### src/rtl/conv_sequencer.sv
// rtl/conv_sequencer.sv - 4x4 tile / 3x3 kernel valid-convolution sequencer
// One shared MAC runs 9 taps x 4 output positions and returns four sums on a valid/ready handshake.
module conv_sequencer #(
  parameter int DW    = 8,
  parameter int ACC_W = 32
) (
  input  logic                 clk,
  input  logic                 rst,
  input  logic                 start,
  input  logic [16*DW-1:0]     DATA,
  input  logic [9*DW-1:0]      FILTER,
  output logic [1:0]           state,
  output logic                 busy,
  output logic                 ret_valid,
  input  logic                 ret_ready,
  output logic [4*ACC_W-1:0]   RET
);

  typedef enum logic [1:0] {
    IDLE = 2'b00,
    LOAD = 2'b01,
    MAC  = 2'b10,
    DONE = 2'b11
  } state_t;

  state_t             cur;
  logic [DW-1:0]      d_reg [16];
  logic [DW-1:0]      f_reg [9];
  logic [3:0]         k;
  logic [1:0]         p;
  logic [ACC_W-1:0]   acc;
  logic [4*ACC_W-1:0] ret_reg;

  logic [3:0]         tap_off;
  logic [3:0]         pix_idx;
  logic [2*DW-1:0]    prod;
  logic [ACC_W-1:0]   sum;

  // Tap k maps to tile offset 4*(k/3) + k%3 relative to the window's top-left pixel.
  always_comb begin
    tap_off = 4'd0;
    case (k)
      4'd0: tap_off = 4'd0;
      4'd1: tap_off = 4'd1;
      4'd2: tap_off = 4'd2;
      4'd3: tap_off = 4'd4;
      4'd4: tap_off = 4'd5;
      4'd5: tap_off = 4'd6;
      4'd6: tap_off = 4'd8;
      4'd7: tap_off = 4'd9;
      4'd8: tap_off = 4'd10;
      default: tap_off = 4'd0;
    endcase
    pix_idx = {1'b0, p[1], 2'b00} + {3'b000, p[0]} + tap_off;
    prod    = d_reg[pix_idx] * f_reg[k];
    sum     = acc + {{(ACC_W-2*DW){1'b0}}, prod};
  end

  always_ff @(posedge clk or negedge rst) begin
    if (!rst) begin
      cur       <= IDLE;
      busy      <= 1'b0;
      ret_valid <= 1'b0;
      k         <= 4'd0;
      p         <= 2'd0;
      acc       <= '0;
      ret_reg   <= '0;
      for (int n = 0; n < 16; n++) d_reg[n] <= '0;
      for (int m = 0; m < 9; m++)  f_reg[m] <= '0;
    end else begin
      case (cur)
        IDLE: begin
          if (start) begin
            cur  <= LOAD;
            busy <= 1'b1;
          end
        end
        LOAD: begin
          for (int n = 0; n < 16; n++) d_reg[n] <= DATA[DW*n +: DW];
          for (int m = 0; m < 9; m++)  f_reg[m] <= FILTER[DW*m +: DW];
          acc <= '0;
          k   <= 4'd0;
          p   <= 2'd0;
          cur <= MAC;
        end
        MAC: begin
          if (k == 4'd8) begin
            ret_reg[ACC_W*p +: ACC_W] <= sum;
            acc <= '0;
            k   <= 4'd0;
            p   <= p + 2'd1;
            if (p == 2'd3) begin
              cur       <= DONE;
              busy      <= 1'b0;
              ret_valid <= 1'b1;
            end
          end else begin
            acc <= sum;
            k   <= k + 4'd1;
          end
        end
        DONE: begin
          if (ret_ready) begin
            cur       <= IDLE;
            ret_valid <= 1'b0;
          end
        end
        default: cur <= IDLE;
      endcase
    end
  end

  assign state = cur;
  assign RET   = ret_reg;

endmodule
### config.mk
export PLATFORM = sky130hd
export DESIGN_NAME = conv_sequencer
export DESIGN_NICKNAME = d
export VERILOG_FILES = /design/src/rtl/conv_sequencer.sv
export SDC_FILE = /design/constraint.sdc
export NUM_CORES = 1
export LEC_CHECK = 0
export BUFFER_PORTS_ARGS = -buffer_cell sky130_fd_sc_hd__buf_2
export CORE_MARGIN = 2
export CORE_UTILIZATION = 32
export DETAILED_ROUTE_END_ITERATION = 12
export GPL_TIMING_DRIVEN = 0
export PLACE_DENSITY_LB_ADDON = 0.05
export RECOVER_POWER = 25
export SLEW_MARGIN = 20
export SYNTH_ARGS = -nofsm -noshare
export SYNTH_HDL_FRONTEND = slang
export SYNTH_SLANG_ARGS = --single-unit
### constraint.sdc
create_clock -name clk -period 9.9 [get_ports clk]
set_input_delay 0.495 -clock clk [delete_from_list [all_inputs] [get_ports clk]]
set_output_delay 0.495 -clock clk [all_outputs]
set_load 0.005 [all_outputs]
# == Word level (Yosys, flattened, before mapping) ==
# Memories as Yosys holds them, arrays and structs flattened.
# Cells that the tools add are included.
# word_totals
regBits,370
elab_cells,90
inputBits,204
n_memories,1
output_inout_bits,132
romBits,64
# classes
n_reduce_logical,9
bitwise,2
order_cmp,2
mux,26
n_eq_ne,9
add_sub_neg,6
shifts,2
n_mul,1
# mem_list
memory,words,width,read_ports,rd_clocked_by_memory_dff,wr,line,rtl
(name not given),16,4,1,0,0,42,case (k)
# op_table
cell,n
$bwmux W128,1
$shift A32 B34 Y128 const A,1
$shiftx A32 B34 Y128,1
$bmux W8 S4,2
$pmux W32 S2,1
$neg A7 Y34,1
$add A32 B16 Y32,1
$mux W32,1
$mux W8,4
$mul A8 B8 Y16,1
$reduce_and A4 Y1,3
$ge A5 B5 Y1 const B,2
$mux W2,5
$not A4 Y5,2
$ne A2 B2 Y1 const B,4
$pmux W2 S4,1
$pmux W4 S2,1
$eq A2 B2 Y1 const B,3
$mux W1,6
$reduce_bool A2 Y1,3
$add A3 B1 Y4,1
$add A4 B1 Y4 const B,1
$add A4 B4 Y4,1
$eq A4 B4 Y1 const B,1
other kinds (7),9

# == Logic depth before layout (Yosys ltp) ==
# Gate-level depths: netlist (run 1).
# depth
ltp_word,10
ltp_mapped,31
ltp_nobuf,26

# == Worst setup path after synthesis (run 1) ==
# Ideal clock, no wire load.
# synth_timing
kind,register -> register
from,register k[1]
to,"register ret_reg[121], in the netlist RET[121]"
stages_incl_launch_ff,28
path_buffers,4
setup_slack_ns,2.214
t_arrival_ns,7.560
setup_ns,0.126
required_ns,9.774
period_less_slack_ns,7.686
cell_sequence,dfrtp_1 buf_2 buf_1 inv_1 ha_1 inv_1 mux2i_1 nor2_1 ha_1 ha_1 buf_1 clkbuf_1 mux4_2 mux4_2 nor2b_1 fa_1 fa_1 inv_1 fa_1 fa_1 inv_1 ha_1 a21oi_2 o21ai_1 a221oi_4 o21ai_2 and2_1 a221o_1
# synth_between
elab_chain_cells,10
word_cells_on_any_way,16
cone_classes,add/sub (2); mul (1); eq/ne (1); shift (1); mux (7); bitwise (2); reduce/logical (1); memory (1)
# synth_lines
element,line,rtl
"start, declared",29,logic [3:0] k;
"start signal, assigned",99,k <= k + 4'd1;
$mem_v2 Z16 W4,-,
$add A4 B4 Y4,54,"pix_idx = {1'b0, p[1], 2'b00} + {3'b000, p[0]} + tap_off;"
$not A4 Y5 (not written as such),55,prod = d_reg[pix_idx] * f_reg[k];
$bmux W8 S4,55,
$mux W8 (not written as such) (2 in a row),55,
$mul A8 B8 Y16,55,
$add A32 B16 Y32,56,"sum = acc + {{(ACC_W-2*DW){1'b0}}, prod};"
$shiftx A32 B34 Y128,88,ret_reg[ACC_W*p +: ACC_W] <= sum;
$bwmux W128,88,
"end signal, assigned by index",88,
"end, declared",32,logic [4*ACC_W-1:0] ret_reg;
# Several ways; a longest one is shown, not always the timed one. The select of a mux whose other input is x is not followed.
# A chain may end at the register's enable or synchronous reset.

# == Worst setup path after layout (run 1) ==
# layout_timing
from,register k[1]
to,"register ret_reg[81], in the netlist RET[81]"
# Same word-level chain as after synthesis.

==> results of run 1 <==
[worst max path at each step]
stage	start	endpoint	slack (ns)
after global routing	k[1]	RET[81]	0.04
after floorplan	k[1]	RET[121]	2.21
after detailed placement	k[1]	RET[81]	0.14
final	k[1]	RET[81]	0.56
after CTS	k[1]	RET[81]	0.11
after global placement	k[1]	RET[81]	0.09
[kinds of logic after synthesis]
kind of cell             after synthesis
XOR/XNOR                              21
flip-flops                           370
AND/OR/NAND/NOR                      354
buffers and inverters                208
adder cells (fa/ha/maj)              108
AO/OA/AOI/OAI                        280
multiplexers                         279
[metrics by stage]
stage / instance area [µm²] / std cells / util / hold WS (ns)
global placement: 21890 / 2728 / 0.3695 / 0.4574
CTS: 23490 / 2811 / 0.3966 / 0.1059
floorplan: 19240 / 1620 / - / 0.1994
detailed placement: 22010 / 2732 / 0.3715 / 0.4255
finish: 23470 / 2820 / 0.3961 / 0.1450
global route: 23460 / 2816 / 0.3960 / 0.1254
[final cells by class]
| type | count | share of cell area |
|---|---|---|
| clock inverter | 16 | 0.007304 |
| multi-input combinational | 1042 | 0.3910 |
| clock buffer | 62 | 0.05550 |
| timing repair buffer | 340 | 0.07448 |
| antenna | 9 | 0.0009597 |
| inverter | 113 | 0.01807 |
| sequential | 370 | 0.3945 |
| tap | 773 | 0.04121 |
| buffer | 95 | 0.01690 |
[routing by layer]
| layer | global-route usage | vias to the layer above |
|---|---|---|
| li1 | - | 6514 |
| met3 | 0.04671 | 116 |
| met1 | 0.2398 | 6957 |
| met5 | 0 | - |
| met4 | 0.06764 | 28 |
| met2 | 0.3389 | 308 |
[worst max-delay path: stages (launching register included)]
cell                       delay, ns
sky130_fd_sc_hd__dfrtp_1        0.42
sky130_fd_sc_hd__buf_2          0.34
sky130_fd_sc_hd__buf_1          0.58
sky130_fd_sc_hd__inv_1          0.20
sky130_fd_sc_hd__ha_1           0.35
sky130_fd_sc_hd__inv_1          0.04
sky130_fd_sc_hd__mux2i_1        0.13
sky130_fd_sc_hd__nor2_1         0.07
sky130_fd_sc_hd__ha_1           0.22
sky130_fd_sc_hd__ha_1           0.33
sky130_fd_sc_hd__buf_1          0.27
sky130_fd_sc_hd__clkbuf_2       0.45
sky130_fd_sc_hd__mux4_2         0.44
sky130_fd_sc_hd__mux4_2         0.63
sky130_fd_sc_hd__nor2b_1        0.21
sky130_fd_sc_hd__fa_1           0.54
sky130_fd_sc_hd__fa_1           0.52
sky130_fd_sc_hd__fa_1           0.55
sky130_fd_sc_hd__inv_1          0.05
sky130_fd_sc_hd__fa_1           0.53
sky130_fd_sc_hd__inv_1          0.04
sky130_fd_sc_hd__ha_1           0.35
sky130_fd_sc_hd__a21oi_2        0.25
sky130_fd_sc_hd__o21ai_1        0.13
sky130_fd_sc_hd__a221oi_4       0.60
sky130_fd_sc_hd__o21bai_1       0.17
sky130_fd_sc_hd__xor2_1         0.61
sky130_fd_sc_hd__a22o_1         0.25
[cells in the final DEF (no fill, tap or decap), drive strengths merged, types with 34 or more instances in the layout]
| master | instances |
|---|---|
| a22o | 34 |
| clkbuf | 135 |
| nand2 | 165 |
| o21ai | 111 |
| fa | 50 |
| mux4 | 52 |
| dfrtp | 370 |
| buf | 361 |
| nor2 | 54 |
| a21oi | 53 |
| inv | 114 |
| ha | 58 |
| mux2 | 204 |
[timing repair]
action                                  in CTS  in global routing
hold buffers                                 1                  0
endpoints found under the hold margin       42                  0
gates resized for setup                      0                  8
endpoints found under the setup margin       0                 21
==> results.toml, run 1 <==
[synth]
yosysTopAreaCellShare = 0.4811
complex_gate_fraction_of_the_synthesized_area = 0.09746
flip_flop_and_latch_count_after_synthesis = 370
synth_simple_gate_area_frac = 0.08712
dominantRegCellSynth = "sky130_fd_sc_hd__dfrtp_1"
number_of_instances_in_the_synthesized_netlist = 1620
synth.most_common_cell = "sky130_fd_sc_hd__dfrtp_1"
synthesis.area_um2 = 19240
synth_fa_ha_area_frac = 0.08972
synth.lib_cells_used.distinct = 73
synth_top_family_by_area = "multiplexers"
yosys_warnings = 0
post_synth_mux_area_share = 0.1922
synthArstFlopShare = 1.000
number_of_synthesized_flops_with_an_enable_pin = 0
synth-seq-area-share = 0.4811
syn_area_per_cell_um2 = 11.88
synth_top_area_cells = "sky130_fd_sc_hd__dfrtp_1 48%, sky130_fd_sc_hd__mux2_2 12%, sky130_fd_sc_hd__mux4_2 6.1%, sky130_fd_sc_hd__fa_1 5.2%, sky130_fd_sc_hd__ha_1 3.8%"
post_synth_xor_area_fraction = 0.009947
mappedNetlistNets = 1932
ys_top_cells_by_count = "370 x sky130_fd_sc_hd__dfrtp_1, 204 x sky130_fd_sc_hd__mux2_2, 165 x sky130_fd_sc_hd__nand2_1, 113 x sky130_fd_sc_hd__inv_1, 85 x sky130_fd_sc_hd__o21ai_0"
yosysTopAreaCell = "sky130_fd_sc_hd__dfrtp_1"

[sta]
setup_viol_count_final = 0
setup-tns-final_ns = 0
max_slew_margin = -2.432
worst_pin_slew_ns = 5.147
clock_skew_ns = 0.01747
post-route-min-period_ns = 9.335
layout_setup_ws_ns = 0.5645
finalMaxSlewViolations = 225
post-route-period-util = 0.9430
total_count_of_hold_check_failures_in_the_final_report = 0
setup_repair_after_global_routing_missed_its_margin = "false"
fmaxAchievable_mhz = 107.1

[clocking]
clk_path_buf_depth = 3
insertion_delay_ns = 0.58
clk_pin_slew_ns = 0.06
tritoncts = "yes"
post-cts-setup-buffer-count = 0
cts_made_buffers = 45
clock-sinks = 370
cts.root.buffer_cell = "sky130_fd_sc_hd__clkbuf_16"
cts_htree_levels = 2

[floorplan]
die_y_um = 249.2
design.die.area_um2 = 62120
floorplan.io_pins = 336
starting_density_of_the_core = 0.3249
core_area_um2 = 59240
fp.dieW_um = 249.2
std_cell_rows = 89

[drt]
avgRoutedWirePerCell_um = 21.40
met1Wirelength_um = 25050
met2_length_um = 30080
routed_via_density = 4.937
topRoutingLayerUsed = "met5"
drt_pass1_iterations = 6
finalWirelength_um = 60360
remaining_drc_errors = 0
met3WireLength_um = 3255
drc_marker_count_from_the_first_detailed_route_iteration = 722
route.vias.total = 13923
drtAntennaViolNets = 0

[run_status]
failed_checks = "capacitance limit, slew limit"
result_of_the_run = "finished with violations"

[global_route]
globalRoute.totalOverflow = 0
grt_antenna_before_repair = 23
grt_max_degree = 94
track_usage = 0.1963
grt_first_pass_wirelength_um = 92750
grt_pass1_vias = 14975

[worst_setup_path]
critical_path.reg2reg.endpoint = "RET[81]"
reg2reg_slack_ns = 0.56
critical_path.endpoint_type = "flop"
regToRegStartpoint = "k[1]"
timing.critical_path.required_ns = 10.41
startpoint_type = "flop"
worst_ep_arrival_time_ns = 9.84
critPathMaxFanout = 10
r2r.worst_path.cells = 27
criticalPathCategory = "flop to flop"

[run]
maxCapViolCount = 3

[finish]
filler_cell_count = 5956
final-seq-area_um2 = 9259
fraction_of_layout_cells_with_a_size_suffix_above_1 = 0.3484
layout_overhead_on_the_synthesized_area_pct = 21.94
final_nets = 2319
multi_input_area_um2 = 9176

[hold_path]
min-delay-path-class = "primary input to flop"
worst_hold_startpoint = "DATA[98]"
whs_endpoint = "d_reg[26]"
hold_depth = 2

[placement]
place_congestion = 0.8257
pre_cts_slack_ns = 0.1366
hpwl_um = 45500
portBuffers = 335
Power of run 1 is left out: the tool's default activity adds up to more than one toggle a clock period on the data nets, which glitch-free logic cannot reach.
==> run 2: changes to the inputs <==
==> constraint.sdc (replaced) <==
create_clock -name clk -period 7.7 [get_ports clk]
set_input_delay 0.385 -clock clk [delete_from_list [all_inputs] [get_ports clk]]
set_output_delay 0.385 -clock clk [all_outputs]
set_load 0.005 [all_outputs]
==> run 2 against run 1 <==
  * The flow still finishes with violations (capacitance limit, slew limit)
  * First-iteration DRC count is 8.6% lower
  * Critical endpoint is now RET[23]
  * Core utilization grew 1.2 points
  * Via count is 0.88% higher
  * Design area rose by 3.0%
==> results.toml, run 2 (synthesis gave the netlist of run 1 again) <==
[sta]
setup_viol_count_final = 0
post-route-min-period_ns = 7.325
max_slew_margin = -1.845
setup_repair_after_global_routing_missed_its_margin = "false"
layout_setup_ws_ns = 0.3745
finalMaxSlewViolations = 224
worst_pin_slew_ns = 4.268
fmaxAchievable_mhz = 136.5
clock_skew_ns = 0.01233
total_count_of_hold_check_failures_in_the_final_report = 0
worst_hold_slack_ns = 0.03624
post-route-period-util = 0.9514
setup-tns-final_ns = 0

[finish]
fraction_of_layout_cells_with_a_size_suffix_above_1 = 0.3749
final_nets = 2340
layout.cells.most_common = "sky130_fd_sc_hd__dfrtp_1"
layout_overhead_on_the_synthesized_area_pct = 25.62
filler_cell_count = 5900
most-common-layout-cells = "369 x sky130_fd_sc_hd__dfrtp_1, 345 x sky130_fd_sc_hd__buf_2, 201 x sky130_fd_sc_hd__mux2_2"
multi_input_area_um2 = 9557
final_util = 0.4081
final-seq-area_um2 = 9260

[worst_setup_path]
timing.critical_path.required_ns = 8.16
criticalPathCategory = "flop to flop"
worst_setup_path_endpoint = "RET[23]"
worst_ep_arrival_time_ns = 7.79
critPathMaxFanout = 10
startpoint_type = "flop"
crit_start = "k[3]"
r2r.worst_path.cells = 25
critical_path.endpoint_type = "flop"
reg2reg_slack_ns = 0.37
regToRegStartpoint = "k[3]"
critical_path.reg2reg.endpoint = "RET[23]"

[clocking]
cts.root.buffer_cell = "sky130_fd_sc_hd__clkbuf_16"
clock-sinks = 370
tritoncts = "yes"
clk_pin_slew_ns = 0.06
clk_path_buf_depth = 3
insertion_delay_ns = 0.58
cts_htree_levels = 2
cts_made_buffers = 45

[run]
maxCapViolCount = 3

[drt]
remaining_drc_errors = 0
drc_marker_count_from_the_first_detailed_route_iteration = 660
routed_via_density = 4.944
avgRoutedWirePerCell_um = 21.46
drt_pass1_iterations = 5
drtAntennaViolNets = 0
finalWirelength_um = 60980
route.vias.total = 14045

[global_route]
grt_pass1_vias = 15095
grt_first_pass_wirelength_um = 93750
grt_max_degree = 94
grt_antenna_before_repair = 22
globalRoute.totalOverflow = 0
track_usage = 0.1979

[placement]
pre_cts_slack_ns = -2.063
portBuffers = 335
hpwl_um = 45500
place_congestion = 0.8257

[run_status]
result_of_the_run = "finished with violations"
failed_checks = "capacitance limit, slew limit"

[floorplan]
design.die.area_um2 = 62120
die_y_um = 249.2
starting_density_of_the_core = 0.3249
fp.dieW_um = 249.2
core_area_um2 = 59240
floorplan.io_pins = 336
std_cell_rows = 89

[hold_path]
min-delay-path-class = "primary input to flop"
[run 2: area by class of cell]
type | instances | area share
clock buffers | 62 | 0.05388
repair buffers | 364 | 0.08193
plain buffers | 91 | 0.02024
inverters | 113 | 0.01755
multi-input cells | 1043 | 0.3953
flip-flops and latches | 370 | 0.3831
diodes | 9 | 0.0009316
clock inverters | 16 | 0.007091
well taps | 773 | 0.04001
[run 2: through the flow]
step                std cells  cell area (µm²)
floorplan                1620            19240
global placement         2728            21890
detailed placement       2732            22010
CTS                      2826            23970
global route             2837            24160
finish                   2841            24170
[run 2: metal layers]
| metal | GRT usage | vias up | share of wire |
|---|---|---|---|
| li1 | - | 6544 | - |
| met1 | 0.2419 | 7066 | 0.42 |
| met2 | 0.3480 | 302 | 0.51 |
| met3 | 0.04472 | 107 | 0.051 |
| met4 | 0.05818 | 26 | 0.024 |
| met5 | 0 | - | 0.0027 |
[run 2: worst min path at each step]
| stage | startpoint | to | slack (ns) | depth (start not counted) |
|---|---|---|---|---|
| 2_1_floorplan | rst | RET[0] | 0.09 | 0 |
| 4_1_cts | DATA[119] | d_reg[15] | 0.0007 | 2 |
| 5_1_grt | FILTER[3] | f_reg[67] | 0.02 | 2 |
| 6_report | DATA[49] | d_reg[73] | 0.04 | 2 |
| 3_3_place_gp | RET[15] | RET[15] | 0.46 | 2 |
| 3_5_place_dp | rst | RET[60] | 0.32 | 1 |
[run 2: what timing repair did]
item	4_1_cts	5_1_grt
gates cloned	1	0
pin swaps	7	7
gates resized for setup	68	30
setup buffers	13	7
hold buffers	5	0
endpoints found under the setup margin	140	122
hold endpoints to repair	46	0
[run 2: critical path, stage by stage, from the launching register on]
cell and delay [ns]:
sky130_fd_sc_hd__dfrtp_1 0.39, sky130_fd_sc_hd__buf_2 0.25, sky130_fd_sc_hd__clkbuf_1 0.37, sky130_fd_sc_hd__nor2_1 0.11
sky130_fd_sc_hd__ha_1 0.33, sky130_fd_sc_hd__buf_6 0.16, sky130_fd_sc_hd__buf_12 0.17, sky130_fd_sc_hd__mux4_2 0.57
sky130_fd_sc_hd__mux4_2 0.54, sky130_fd_sc_hd__buf_4 0.18, sky130_fd_sc_hd__nand2_1 0.07, sky130_fd_sc_hd__fa_1 0.44
sky130_fd_sc_hd__fa_1 0.49, sky130_fd_sc_hd__inv_1 0.05, sky130_fd_sc_hd__fa_1 0.53, sky130_fd_sc_hd__inv_1 0.05
sky130_fd_sc_hd__fa_1 0.52, sky130_fd_sc_hd__inv_1 0.05, sky130_fd_sc_hd__ha_2 0.36, sky130_fd_sc_hd__nand2_2 0.10
sky130_fd_sc_hd__o211ai_1 0.30, sky130_fd_sc_hd__a31oi_4 0.29, sky130_fd_sc_hd__a211oi_4 0.30, sky130_fd_sc_hd__buf_4 0.18
sky130_fd_sc_hd__a21oi_1 0.08, sky130_fd_sc_hd__a211o_1 0.28
Power of run 2 is left out for the same reason.
==> run 3: changes to the inputs <==
--- a/config.mk
+++ b/config.mk
@@ -5,11 +5,13 @@
 export SDC_FILE = /design/constraint.sdc
 export NUM_CORES = 1
 export LEC_CHECK = 0
+export ABC_AREA = 1
 export BUFFER_PORTS_ARGS = -buffer_cell sky130_fd_sc_hd__buf_2
 export CORE_MARGIN = 2
 export CORE_UTILIZATION = 32
 export DETAILED_ROUTE_END_ITERATION = 12
 export GPL_TIMING_DRIVEN = 0
+export HOLD_SLACK_MARGIN = 0.08
 export PLACE_DENSITY_LB_ADDON = 0.05
 export RECOVER_POWER = 25
 export SLEW_MARGIN = 20
==> run 3 against run 2 <==
  * The flow still finishes with violations (capacitance limit, slew limit)
  * Sequential share of layout area is 2.7 points lower
  * Design area up 7.5%
  * Routed wire length increased by 21%
  * Largest cell class is now flip-flops and latches
  * Critical path type unchanged
  * Via count is 32% higher
  * First-iteration DRC count up 79%
==> results.toml, run 3 <==
[hold_path]
hold_depth = 3
min-delay-path-class = "primary input to flop"
whs_endpoint = "d_reg[115]"
worst_hold_startpoint = "DATA[11]"

[synth]
mappedNetlistNets = 2812
yosys_warnings = 0
number_of_instances_in_the_synthesized_netlist = 2500
syn_area_per_cell_um2 = 7.861
synth-seq-area-share = 0.4711
number_of_synthesized_flops_with_an_enable_pin = 0
dominantRegCellSynth = "sky130_fd_sc_hd__dfrtp_1"
synthArstFlopShare = 1.000
yosysTopAreaCellShare = 0.4711
flip_flop_and_latch_count_after_synthesis = 370
synthesis.area_um2 = 19650
synth_top_area_cells = "sky130_fd_sc_hd__dfrtp_1 47%, sky130_fd_sc_hd__nand2_1 17%, sky130_fd_sc_hd__o21ai_0 6.1%, sky130_fd_sc_hd__inv_1 5.7%, sky130_fd_sc_hd__fa_1 5.1%"
synth.most_common_cell = "sky130_fd_sc_hd__nand2_1"
ys_top_cells_by_count = "895 x sky130_fd_sc_hd__nand2_1, 370 x sky130_fd_sc_hd__dfrtp_1, 297 x sky130_fd_sc_hd__inv_1, 239 x sky130_fd_sc_hd__o21ai_0, 125 x sky130_fd_sc_hd__nor2_1"
synth.lib_cells_used.distinct = 40
yosysTopAreaCell = "sky130_fd_sc_hd__dfrtp_1"

[global_route]
grtUsageMet3 = 0.03188
use_met2 = 0.3755
grt_antenna_before_repair = 0
globalRouteMet1Util = 0.3330
globalRoute.totalOverflow = 0
grt_max_degree = 91
grt.busiest_layer = "met2"
grt_pass1_vias = 18976
grt_first_pass_wirelength_um = 112600
track_usage = 0.2329

[clocking]
clock-sinks = 370
clk_path_buf_depth = 3
clk_pin_slew_ns = 0.06
cts_htree_levels = 2
insertion_delay_ns = 0.58
cts_made_buffers = 44
cts.root.buffer_cell = "sky130_fd_sc_hd__clkbuf_16"
tritoncts = "yes"

[placement]
place_congestion = 0.8787
hpwl_um = 56560
post-place-cells = 3621
portBuffers = 335

[sta]
post-route-period-util = 0.9416
max_slew_margin = -1.627
worst_hold_slack_ns = 0.09628
setup_viol_count_final = 0
worst_pin_slew_ns = 3.941
finalMaxSlewViolations = 233
clock_skew_ns = 0.01619
post-route-min-period_ns = 7.250
total_count_of_hold_check_failures_in_the_final_report = 0
setup_repair_after_global_routing_missed_its_margin = "false"
fmaxAchievable_mhz = 137.9

[drt]
routed_via_density = 4.780
route.vias.total = 18596
drtAntennaViolNets = 0
avgRoutedWirePerCell_um = 18.96
remaining_drc_errors = 0
finalWirelength_um = 73770
drt_pass1_iterations = 7
drc_marker_count_from_the_first_detailed_route_iteration = 1181

[worst_setup_path]
cpLargestDelayFamily = "adder cells"
crit_start = "k[1]"
worst_path_largest_cell_delay_ns = 0.55
worst_ep_arrival_time_ns = 7.76
crit_slowest_cell = "sky130_fd_sc_hd__fa_1"
cp_common_cell = "sky130_fd_sc_hd__nand2_1"
critical_path.endpoint_type = "flop"
critPathMaxFanout = 11
regToRegStartpoint = "k[1]"
timing.critical_path.required_ns = 8.21
critical_path.reg2reg.endpoint = "RET[122]"
reg2reg_slack_ns = 0.45
criticalPathCategory = "flop to flop"
startpoint_type = "flop"
worstPathBufferInverterCount = 9
r2r.worst_path.cells = 37

[finish]
final_util = 0.4289
most-common-layout-cells = "874 x sky130_fd_sc_hd__nand2_1, 369 x sky130_fd_sc_hd__dfrtp_1, 353 x sky130_fd_sc_hd__buf_2"
fraction_of_layout_cells_with_a_size_suffix_above_1 = 0.1680
layout_overhead_on_the_synthesized_area_pct = 32.22
layout.cells.non_filler = 3890
final_nets = 3384
layout.cells.most_common = "sky130_fd_sc_hd__nand2_1"

[floorplan]
die_y_um = 251.8
core_area_um2 = 60580
floorplan.io_pins = 336
starting_density_of_the_core = 0.3244
fp.dieW_um = 251.8
std_cell_rows = 90
design.die.area_um2 = 63410

[run]
maxCapViolCount = 3

[run_status]
result_of_the_run = "finished with violations"
failed_checks = "capacitance limit, slew limit"
==> run 3: worst min-delay path, delay by kind of cell <==
family	cells	cell delay (ns)
simple gates	1	0.07
compound gates	1	0.09
buf+inv	1	0.07
==> run 3: worst max-delay path by stage <==
stage               end  slack (ns)  cells past startpoint
3_5_place_dp    RET[46]       -1.01                     32
3_3_place_gp   RET[119]       -1.47                      1
5_1_grt         RET[40]       0.001                     32
2_1_floorplan   RET[63]        1.15                     37
6_report       RET[122]        0.45                     37
4_1_cts         RET[59]       0.009                     36
==> run 3: cells by family after synthesis <==
| family | share of synthesized area |
|---|---|
| xor+xnor | 0.007959 |
| compound gates | 0.1115 |
| simple gates | 0.2393 |
| flops | 0.4711 |
| fa+ha+maj | 0.08786 |
| buf+inv | 0.08219 |
==> run 3: metal layers <==
layer	vias up	wire (µm)	share of wire
li1	9015	-	-
met3	88	3271	0.044
met4	0	1480	0.020
met1	9047	35390	0.48
met2	446	33630	0.46
met5	-	0	0
==> run 3: final cells by class <==
type                    count  area [µm²]
inverters                 307        1157
multi-input cells        1708        9032
clock inverters            14       137.6
plain buffers             114       494.2
well taps                 782       978.4
clock buffers              67        1299
fillers                  6311       34600
flip-flops and latches    370        9260
repair buffers            527        3622
diodes                      1       2.502
==> run 3: per-stage QoR <==
stage	TNS [ns]	area, µm²	setup slack (ns)
after CTS	0	25880	0.009219
after global placement	-592.66	22310	-1.469
after global routing	0	25980	0.0009504
after detailed placement	-87.49	22430	-1.010
after floorplan	0	19650	1.147
final	0	25980	0.4496
==> run 3: repair_timing <==
action	4_1_cts	5_1_grt
setup buffers	2	0
hold buffers	185	0
pin swaps	2	0
endpoints found under the setup margin	128	120
resized for setup	38	57
endpoints found under the hold margin	254	0
Power of run 3 is left out for the same reason.
